## src/rtl/vga_sync_gen_pkg.sv

```systemverilog
// Shared VGA 640x480@60 timing defaults, line/frame total helper, colour-bar
// table and the bench clock period `T.
`ifndef T
`define T 10
`endif

package vga_sync_gen_pkg;

    localparam int DEF_CLK_DIV  = 4;
    localparam int DEF_H_ACTIVE = 640;
    localparam int DEF_H_FP     = 16;
    localparam int DEF_H_SYNC   = 96;
    localparam int DEF_H_BP     = 48;
    localparam int DEF_V_ACTIVE = 480;
    localparam int DEF_V_FP     = 10;
    localparam int DEF_V_SYNC   = 2;
    localparam int DEF_V_BP     = 33;
    localparam bit DEF_SYNC_POL = 1'b0;

    function automatic int vga_total(input int active, input int fp, input int sync, input int bp);
        return active + fp + sync + bp;
    endfunction

    localparam int DEF_H_TOTAL = vga_total(DEF_H_ACTIVE, DEF_H_FP, DEF_H_SYNC, DEF_H_BP);
    localparam int DEF_V_TOTAL = vga_total(DEF_V_ACTIVE, DEF_V_FP, DEF_V_SYNC, DEF_V_BP);

    typedef logic [11:0] rgb12_t;

    // White, yellow, cyan, green, magenta, red, blue, black
    localparam rgb12_t BAR_COLORS [8] = '{
        12'hFFF, 12'hFF0, 12'h0FF, 12'h0F0,
        12'hF0F, 12'hF00, 12'h00F, 12'h000
    };

endpackage

```

## src/rtl/vga_pix_tick.sv

```systemverilog
// Pixel clock-enable: tick is high for one system clock out of every CLK_DIV.
module vga_pix_tick #(
    parameter int CLK_DIV = 4
) (
    input  logic clk,
    input  logic rst,
    output logic tick
);

    localparam int W = (CLK_DIV > 1) ? $clog2(CLK_DIV) : 1;
    localparam logic [W-1:0] LAST = W'(CLK_DIV - 1);

    logic [W-1:0] div_cnt;

    always_ff @(posedge clk or posedge rst) begin
        if (rst) begin
            div_cnt <= '0;
        end else if (div_cnt == LAST) begin
            div_cnt <= '0;
        end else begin
            div_cnt <= div_cnt + 1'b1;
        end
    end

    // With CLK_DIV = 1 the counter never leaves 0, so tick stays high.
    assign tick = (div_cnt == LAST);

endmodule

```

## src/rtl/vga_sync_gen.sv

```systemverilog
// VGA raster timing generator with a built-in 8-bar colour test pattern.
// Optional macro VGA_FRAME_CNT_EN adds a 16-bit wrapping frame counter output.
module vga_sync_gen
    import vga_sync_gen_pkg::*;
#(
    parameter int CLK_DIV  = DEF_CLK_DIV,
    parameter int H_ACTIVE = DEF_H_ACTIVE,
    parameter int H_FP     = DEF_H_FP,
    parameter int H_SYNC   = DEF_H_SYNC,
    parameter int H_BP     = DEF_H_BP,
    parameter int V_ACTIVE = DEF_V_ACTIVE,
    parameter int V_FP     = DEF_V_FP,
    parameter int V_SYNC   = DEF_V_SYNC,
    parameter int V_BP     = DEF_V_BP,
    parameter bit SYNC_POL = DEF_SYNC_POL
) (
    input  logic        clk,
    input  logic        rst,
    output logic        hsync,
    output logic        vsync,
    output logic        video_on,
    output logic [9:0]  pixel_x,
    output logic [9:0]  pixel_y,
    output logic [11:0] rgb
`ifdef VGA_FRAME_CNT_EN
    ,
    output logic [15:0] frame_cnt
`endif
);

    localparam int H_TOTAL = vga_total(H_ACTIVE, H_FP, H_SYNC, H_BP);
    localparam int V_TOTAL = vga_total(V_ACTIVE, V_FP, V_SYNC, V_BP);

    localparam logic [9:0] H_LAST   = 10'(H_TOTAL - 1);
    localparam logic [9:0] V_LAST   = 10'(V_TOTAL - 1);
    localparam logic [9:0] H_VIS    = 10'(H_ACTIVE);
    localparam logic [9:0] V_VIS    = 10'(V_ACTIVE);
    localparam logic [9:0] HS_START = 10'(H_ACTIVE + H_FP);
    localparam logic [9:0] HS_END   = 10'(H_ACTIVE + H_FP + H_SYNC);
    localparam logic [9:0] VS_START = 10'(V_ACTIVE + V_FP);
    localparam logic [9:0] VS_END   = 10'(V_ACTIVE + V_FP + V_SYNC);
    localparam logic [9:0] BAR_W    = 10'(H_ACTIVE / 8);

    logic       tick;
    logic [9:0] h_cnt, v_cnt;
    logic [9:0] h_next, v_next;
    logic       h_wrap, v_wrap;
    logic       hsync_d, vsync_d, video_on_d;
    rgb12_t     rgb_d;
    logic [2:0] bar;

    vga_pix_tick #(.CLK_DIV(CLK_DIV)) u_tick (
        .clk  (clk),
        .rst  (rst),
        .tick (tick)
    );

    always_comb begin
        h_wrap = (h_cnt == H_LAST);
        v_wrap = (v_cnt == V_LAST);
        h_next = h_cnt;
        v_next = v_cnt;
        if (tick) begin
            if (h_wrap) begin
                h_next = '0;
                v_next = v_wrap ? '0 : v_cnt + 1'b1;
            end else begin
                h_next = h_cnt + 1'b1;
            end
        end
    end

    // Outputs decode the next-state counters so the registered outputs line
    // up with the counters on the same edge.
    always_comb begin
        bar        = 3'(h_next / BAR_W);
        hsync_d    = ((h_next >= HS_START) && (h_next < HS_END)) ? SYNC_POL : ~SYNC_POL;
        vsync_d    = ((v_next >= VS_START) && (v_next < VS_END)) ? SYNC_POL : ~SYNC_POL;
        video_on_d = (h_next < H_VIS) && (v_next < V_VIS);
        rgb_d      = video_on_d ? BAR_COLORS[bar] : '0;
    end

    always_ff @(posedge clk or posedge rst) begin
        if (rst) begin
            h_cnt    <= '0;
            v_cnt    <= '0;
            hsync    <= ~SYNC_POL;
            vsync    <= ~SYNC_POL;
            video_on <= 1'b0;
            pixel_x  <= '0;
            pixel_y  <= '0;
            rgb      <= '0;
        end else begin
            h_cnt    <= h_next;
            v_cnt    <= v_next;
            hsync    <= hsync_d;
            vsync    <= vsync_d;
            video_on <= video_on_d;
            pixel_x  <= h_next;
            pixel_y  <= v_next;
            rgb      <= rgb_d;
        end
    end

`ifdef VGA_FRAME_CNT_EN
    always_ff @(posedge clk or posedge rst) begin
        if (rst) begin
            frame_cnt <= '0;
        end else if (tick && h_wrap && v_wrap) begin
            frame_cnt <= frame_cnt + 16'd1;
        end
    end
`endif

endmodule

```

## config.mk

```make
export PLATFORM = sky130hd
export DESIGN_NAME = vga_sync_gen
export DESIGN_NICKNAME = d
export VERILOG_FILES = /design/src/rtl/vga_sync_gen_pkg.sv /design/src/rtl/vga_pix_tick.sv /design/src/rtl/vga_sync_gen.sv
export SDC_FILE = /design/constraint.sdc
export NUM_CORES = 1
export LEC_CHECK = 0
export CAP_MARGIN = 20
export CORE_MARGIN = 5
export CORE_UTILIZATION = 45
export DETAILED_ROUTE_END_ITERATION = 8
export PLACE_DENSITY = 0.82
export REMOVE_ABC_BUFFERS = 1
export SETUP_SLACK_MARGIN = 0.02
export SYNTH_ARGS = -nofsm -noshare
export SYNTH_HDL_FRONTEND = slang
export SYNTH_SLANG_ARGS = --single-unit
```

## constraint.sdc

```tcl
create_clock -name clk -period 3.1 [get_ports clk]
set_clock_uncertainty 0.2 [all_clocks]
set_input_delay 0.93 -clock clk [delete_from_list [all_inputs] [get_ports clk]]
set_output_delay 0.93 -clock clk [all_outputs]
set_load 0.02 [all_outputs]
```

== After elaboration in Yosys (flattened, before gate mapping) ==
Memory sizes are Yosys's and may differ from the RTL's.
Index checks and enable logic that the tools add are counted.

* Register bits: 37
* Bits in read-only memories: 96
* Input port bits: 2
* Word-level logic and storage cells: 37
* Memories kept: 1

{| class="wikitable"
|+ Memory list
! name !! depth !! width !! rd ports !! clocked after memory_dff !! write ports !! RTL line !! source
|-
| (name not given) || 8 || 12 || 1 || 0 || 0 || vga_sync_gen.sv:80 || <nowiki>rgb_d = video_on_d ? BAR_COLORS[bar] : '0;</nowiki>
|}

* $add $sub $neg: 3
* Divide/modulo/power cells: 1
* Magnitude comparators: 7
* Eq/ne operators: 3
* Multiplexer cells: 11
* Bitwise operators: 1
* Reduce and logical (&&, ||, !) cells: 3

{| class="wikitable"
|+ Operator list
! kind !! number
|-
| 10-bit two-way mux || 5
|-
| 12-bit two-way mux || 3
|-
| 10-bit by 1-bit adder with 10-bit output (second input constant) || 2
|-
| 10-bit == test (second input constant) || 2
|-
| 10-bit less-than comparator (second input constant) || 2
|-
| 10-bit by 9-bit less-than comparator with 1-bit output (second input constant) || 2
|-
| 10-bit by 7-bit divider with 10-bit output (second input constant) || 1
|-
| 10-bit greater-or-equal comparator (second input constant) || 1
|-
| 10-bit by 9-bit greater-or-equal comparator with 1-bit output (second input constant) || 1
|-
| 4-bit greater-or-equal comparator (second input constant) || 1
|-
| 3-bit NOT with 4-bit output || 1
|-
| 1-bit logical AND || 3
|-
| 2-bit by 1-bit adder with 2-bit output (second input constant) || 1
|-
| 2-bit == test (second input constant) || 1
|-
| 1-bit two-way mux || 2
|-
| 2-bit two-way mux || 1
|}

== Depth between registers and ports, before layout ==
* Depth after elaboration: 9
* Gate-level depth with buffers: 9
* Gate-level depth less buffers: 8

== Hierarchy ==
Synthesis repeated with hierarchy kept, for this count alone.

* Cell total of the unflattened synthesis: 186
* Area total of the unflattened synthesis: 1779.2 sq um

{| class="wikitable"
|+ Modules (own cells, without submodules)
! module !! times used !! cells an instance !! area an instance (sq um) !! seq. area each (sq um)
|-
| vga_sync_gen || 1 || 181 || 1709.1 || 653.1
|-
| vga_pix_tick || 1 || 5 || 70.1 || 50.0
|}

== Least setup slack after synthesis ==
OpenSTA, ideal clock, no wires.

* Kind: reg-to-reg
* Start: register h_cnt[5]
* End: register rgb[7]
* Arrival time: 2848 ps
* Path slack: -106 ps
* Stages on the path, launching flop included: 9
* Buffers on the path: 2
* Period minus slack after synthesis: 3206 ps
* Cell sequence: dfrtp_1 or4b_1 buf_2 or4_1 buf_2 or4_4 a211o_1 o211ai_2 a311oi_1

* Cells in the longest elaborated chain, start to end: 9
* Elaborated cells on any way between the ends: 15

{| class="wikitable"
|+ Ends and longest elaborated chain
! element !! RTL line !! source
|-
| start, declared || vga_sync_gen.sv:45 || <nowiki>logic [9:0] h_cnt, v_cnt;</nowiki>
|-
| start signal, assigned || vga_sync_gen.sv:94 || <nowiki>h_cnt <= h_next;</nowiki>
|-
| 10-bit by 1-bit adder with 10-bit output / 10-bit == test (equally long branches) || vga_sync_gen.sv:68, vga_sync_gen.sv:59 ||
|-
| 10-bit two-way mux || vga_sync_gen.sv:64 || <nowiki>if (h_wrap) begin</nowiki>
|-
| 10-bit two-way mux || vga_sync_gen.sv:63 || <nowiki>if (tick) begin</nowiki>
|-
| 10-bit by 7-bit divider with 10-bit output || vga_sync_gen.sv:76 || <nowiki>bar = 3'(h_next / BAR_W);</nowiki>
|-
| 3-bit NOT with 4-bit output (not written as such) || vga_sync_gen.sv:80 ||
|-
| memory read 8 x 12 bit || n/a ||
|-
| 12-bit two-way mux (not written as such) (2 in series) || vga_sync_gen.sv:80 ||
|-
| 12-bit two-way mux (*) || vga_sync_gen.sv:80 ||
|-
| end signal, assigned || vga_sync_gen.sv:101 || <nowiki>rgb <= rgb_d;</nowiki>
|-
| end, declared || vga_sync_gen.sv:24 || <nowiki>output logic [11:0] rgb</nowiki>
|}

Every way passes the cells marked *; elsewhere a longest branch is shown, timed or not. The select of a mux whose other input is x is not followed.

== Worst setup path after layout ==
* Start: register h_cnt[5]
* End: register rgb[3]

The elaborated chain is that of the path after synthesis.

==> summary.md <==
| Metric | Value |
|---|---|
| Status | finished clean |
| Clock Latency Late Sink | 0.27 ns |
| Leakage | ~0.9 nW |
| Setup bufs post-CTS | 0 |
| Final hold viol count | 0 |
| Core Box Area | 3606 um^2 |
| Cell Pwr Density | between 200 and 300 nW/um^2 |
| Die H | 70.68 um |
| CP Data Arrival Time | 2.92 ns |
| Antenna Cells | 0 |
| Gp weighted congestion | 0.8811 |
| Critical Path End | rgb[3] |
| Placed Cells incl. Taps | 264 |
| Dpl cell area | 2108 um^2 |
| Number of synthesized register bits | 28 |
| # nets final | 227 |
| Starting density of the core | 0.4594 |
| Tightest Pin Transition | 0.3913 ns |
| Ys flop type | dfrtp_1 |
| Initial antenna violation count | 0 |
| Drt via density | 5.502 |
| Dominant cells by area after synthesis | dfrtp_1, xnor2_1, buf_4 |
| Post-route cell area | 2150 um^2 |
| Resize count post-CTS | 0 |
| Clock buffer depth | 2 |
| Synth warnings | 0 |
| Area leader, netlist | dfrtp_1 |
| Setup CP Type | flip-flop to flip-flop |
| Synthesized instance count | about 180 |
| R2R Path Start | h_cnt[5] |
| EDFF count, synth | 0 |
| Buffers on Ports | 36 |
| Synthesized cell area | 1657 um^2 |
| Final Max Slew Viols | 0 |
| # hold bufs at CTS | 0 |
| Min-Delay Path Depth | 1 |
| Commonest non-fill, non-tap cell in the layout | clkdlybuf4s50_1 |
| Register area share after synthesis | 0.4245 |
| Drt first pass iters | 4 |
| Netlist cell types | 50 |
| Most frequent cells in the layout | clkdlybuf4s50_1, dfrtp_1, buf_4 |
| Syn_area_per_cell | 9.255 um^2 |
| Final cell count without fillers | between 200 and 300 |
| Number of global-route vias before repair | 1377 |
| RSZ-0062 raised after global routing | no |
| Final setup viols | 0 |
| H-tree depth | 1 |
| Register area | 703.2 um^2 |
| Rel. slew slack | 0.7382 |
| Ys async rst share | 1.000 |
| Number of remaining DRC errors | 0 |
| Layout cells sized above 1 | 0.1279 |
| Ratio of final minimum period to clock period | 0.9583 |
| DRT antenna net count | 0 |
| Number of DRC markers in iteration 0 | 77 |
| CTS tree | yes |
| Required time of the critical path | ~3.1 ns |
| Die width | 70.68 um |
| Min-Delay Path Class | flip-flop to flip-flop |
| Layout area overhead | 29.76% |
| Clock Pin Slew Worst Setup and Hold Paths | approximately 0.080 ns |
| Max Cap Viol | 0 |
| Max Freq | 336.6 MHz |
| Crit start category | flip-flop |
| Reg2reg end | rgb[3] |
| Setup slack, reg-to-reg | 0.13 ns |
| Die ar. | 4995 um^2 |
| Largest net degree at the start of global routing | 29 |
| Post-synth top area share | 0.3927 |
| # rows | 22 |
| Peak VDD IR | 0.1330 mV |
| First-pass GRT wire length | 6437 um |
| Worst setup EP type | flip-flop |
| Fillers | 329 |
| Clock sinks | 28 |
| Global Route Usage Sum | 0.1552 |
| DP HPWL | 2784 um |
| Max FO, Critical Path | 4 |
| IO Count | 37 |
| CP startpoint | h_cnt[5] |
| TritonCTS Buffers | 3 |
| Routed length per instance | 13.88 um |
| Reg2Reg Depth | 6 |
| Multi-input combinational cell area | between 800 and 900 um^2 |
| Detailed-route via count | 1469 |
| Final Critical Period | a little under 3 ns |
| Final WL | 3705 um |
| Congestion Overflow GR | 0 |
| Clock root buffer | clkbuf_8 |
-- metrics by stage --
stage | power, mW | setup TNS, ns | worst slack (ns) | hold slack, ns | utilization
after floorplan | 0.3776 | -0.2709 | -0.1147 | 0.2031 | -
after global placement | 0.3814 | 0 | 0.1842 | 0.2162 | 0.5847
after detailed placement | 0.3816 | 0 | 0.1481 | 0.2217 | 0.5847
after CTS | 0.5679 | 0 | 0.1327 | 0.2398 | 0.5961
after global routing | 0.5854 | 0 | 0.04696 | 0.2701 | 0.5961
final | 0.5611 | 0 | 0.1294 | 0.2337 | 0.5961
-- layer usage --
layer | part of all wire | routed length [um] | up-vias | GRT usage
met5 | 0 | 0 | - | 0
met4 | 0.013 | 50 | 0 | 0.04593
met3 | 0.043 | 160 | 7 | 0.02131
met2 | 0.47 | 1748 | 42 | 0.2495
met1 | 0.47 | 1746 | 701 | 0.2189
li1 | - | - | 719 | -
-- area by class of cell --
type / count / share of cell area
multi-input cells: 121 / 0.3743
flip-flops and latches: 28 / 0.3271
repair buffers: 53 / 0.2270
well taps: 48 / 0.02794
inverters: 14 / 0.02445
clock buffers: 3 / 0.01921
-- critical path, stage by stage, from the launching register on --
cell and delay [ns]:
dfrtp_1 0.38, or4b_1 0.56, or4_1 0.55, or4_4 0.53, a211o_1 0.33, o211ai_2 0.21, nor4_1 0.09
-- power breakdown --
group          switching, mW  internal [mW]
sequential                 0          0.365
clock                  0.100         0.0870
combinational        0.00675        0.00203
total                  0.107          0.454
-- cells in the mapped netlist, drive strengths merged (2+ instances only) --
cell and number:
buf 11, or4b 2, a21oi 4, clkbuf 5, nor3 3, inv 14, and3 2, dfrtp 26
xnor2 8, nand4 6, o31ai 3, or4 2, ha 4, and4 2, nor2b 2, dfstp 2
o21ai 12, nor3b 2, xor2 2, nor4 7, maj3 3, or3 2, nand2b 2, nor2 9
nand2 14, nand3 9, o22ai 2
-- cell families (layout without fill, tap and decap cells) --
| logic type | after synthesis | in the layout | synth area share |
|---|---|---|---|
| flip-flops | 28 | 28 | 0.4245 |
| AO/OA/AOI/OAI | 32 | 32 | 0.1322 |
| XOR/XNOR | 10 | 10 | 0.05287 |
| buffers and inverters | 30 | 70 | 0.08988 |
| adder cells (fa/ha/maj) | 7 | 7 | 0.04834 |
| AND/OR/NAND/NOR | 71 | 71 | 0.2462 |
| multiplexers | 1 | 1 | 0.006043 |
-- registers in the layout, summed over array words and instances (netlist names) --
name and cells:
video_on 1, h_cnt 10, hsync 1, v_cnt 10, u_tick.div_cnt 2, rgb 3
vsync 1
-- worst min path at each step --
stage | startpoint | end | slack [ns]
after floorplan | u_tick.div_cnt[0] | u_tick.div_cnt[0] | 0.20
after global placement | u_tick.div_cnt[0] | u_tick.div_cnt[0] | 0.22
after detailed placement | u_tick.div_cnt[0] | u_tick.div_cnt[0] | 0.22
after CTS | u_tick.div_cnt[0] | u_tick.div_cnt[0] | 0.24
after global routing | u_tick.div_cnt[0] | u_tick.div_cnt[0] | 0.27
final | u_tick.div_cnt[0] | u_tick.div_cnt[0] | 0.23
(Power assumes the default switching activity.)
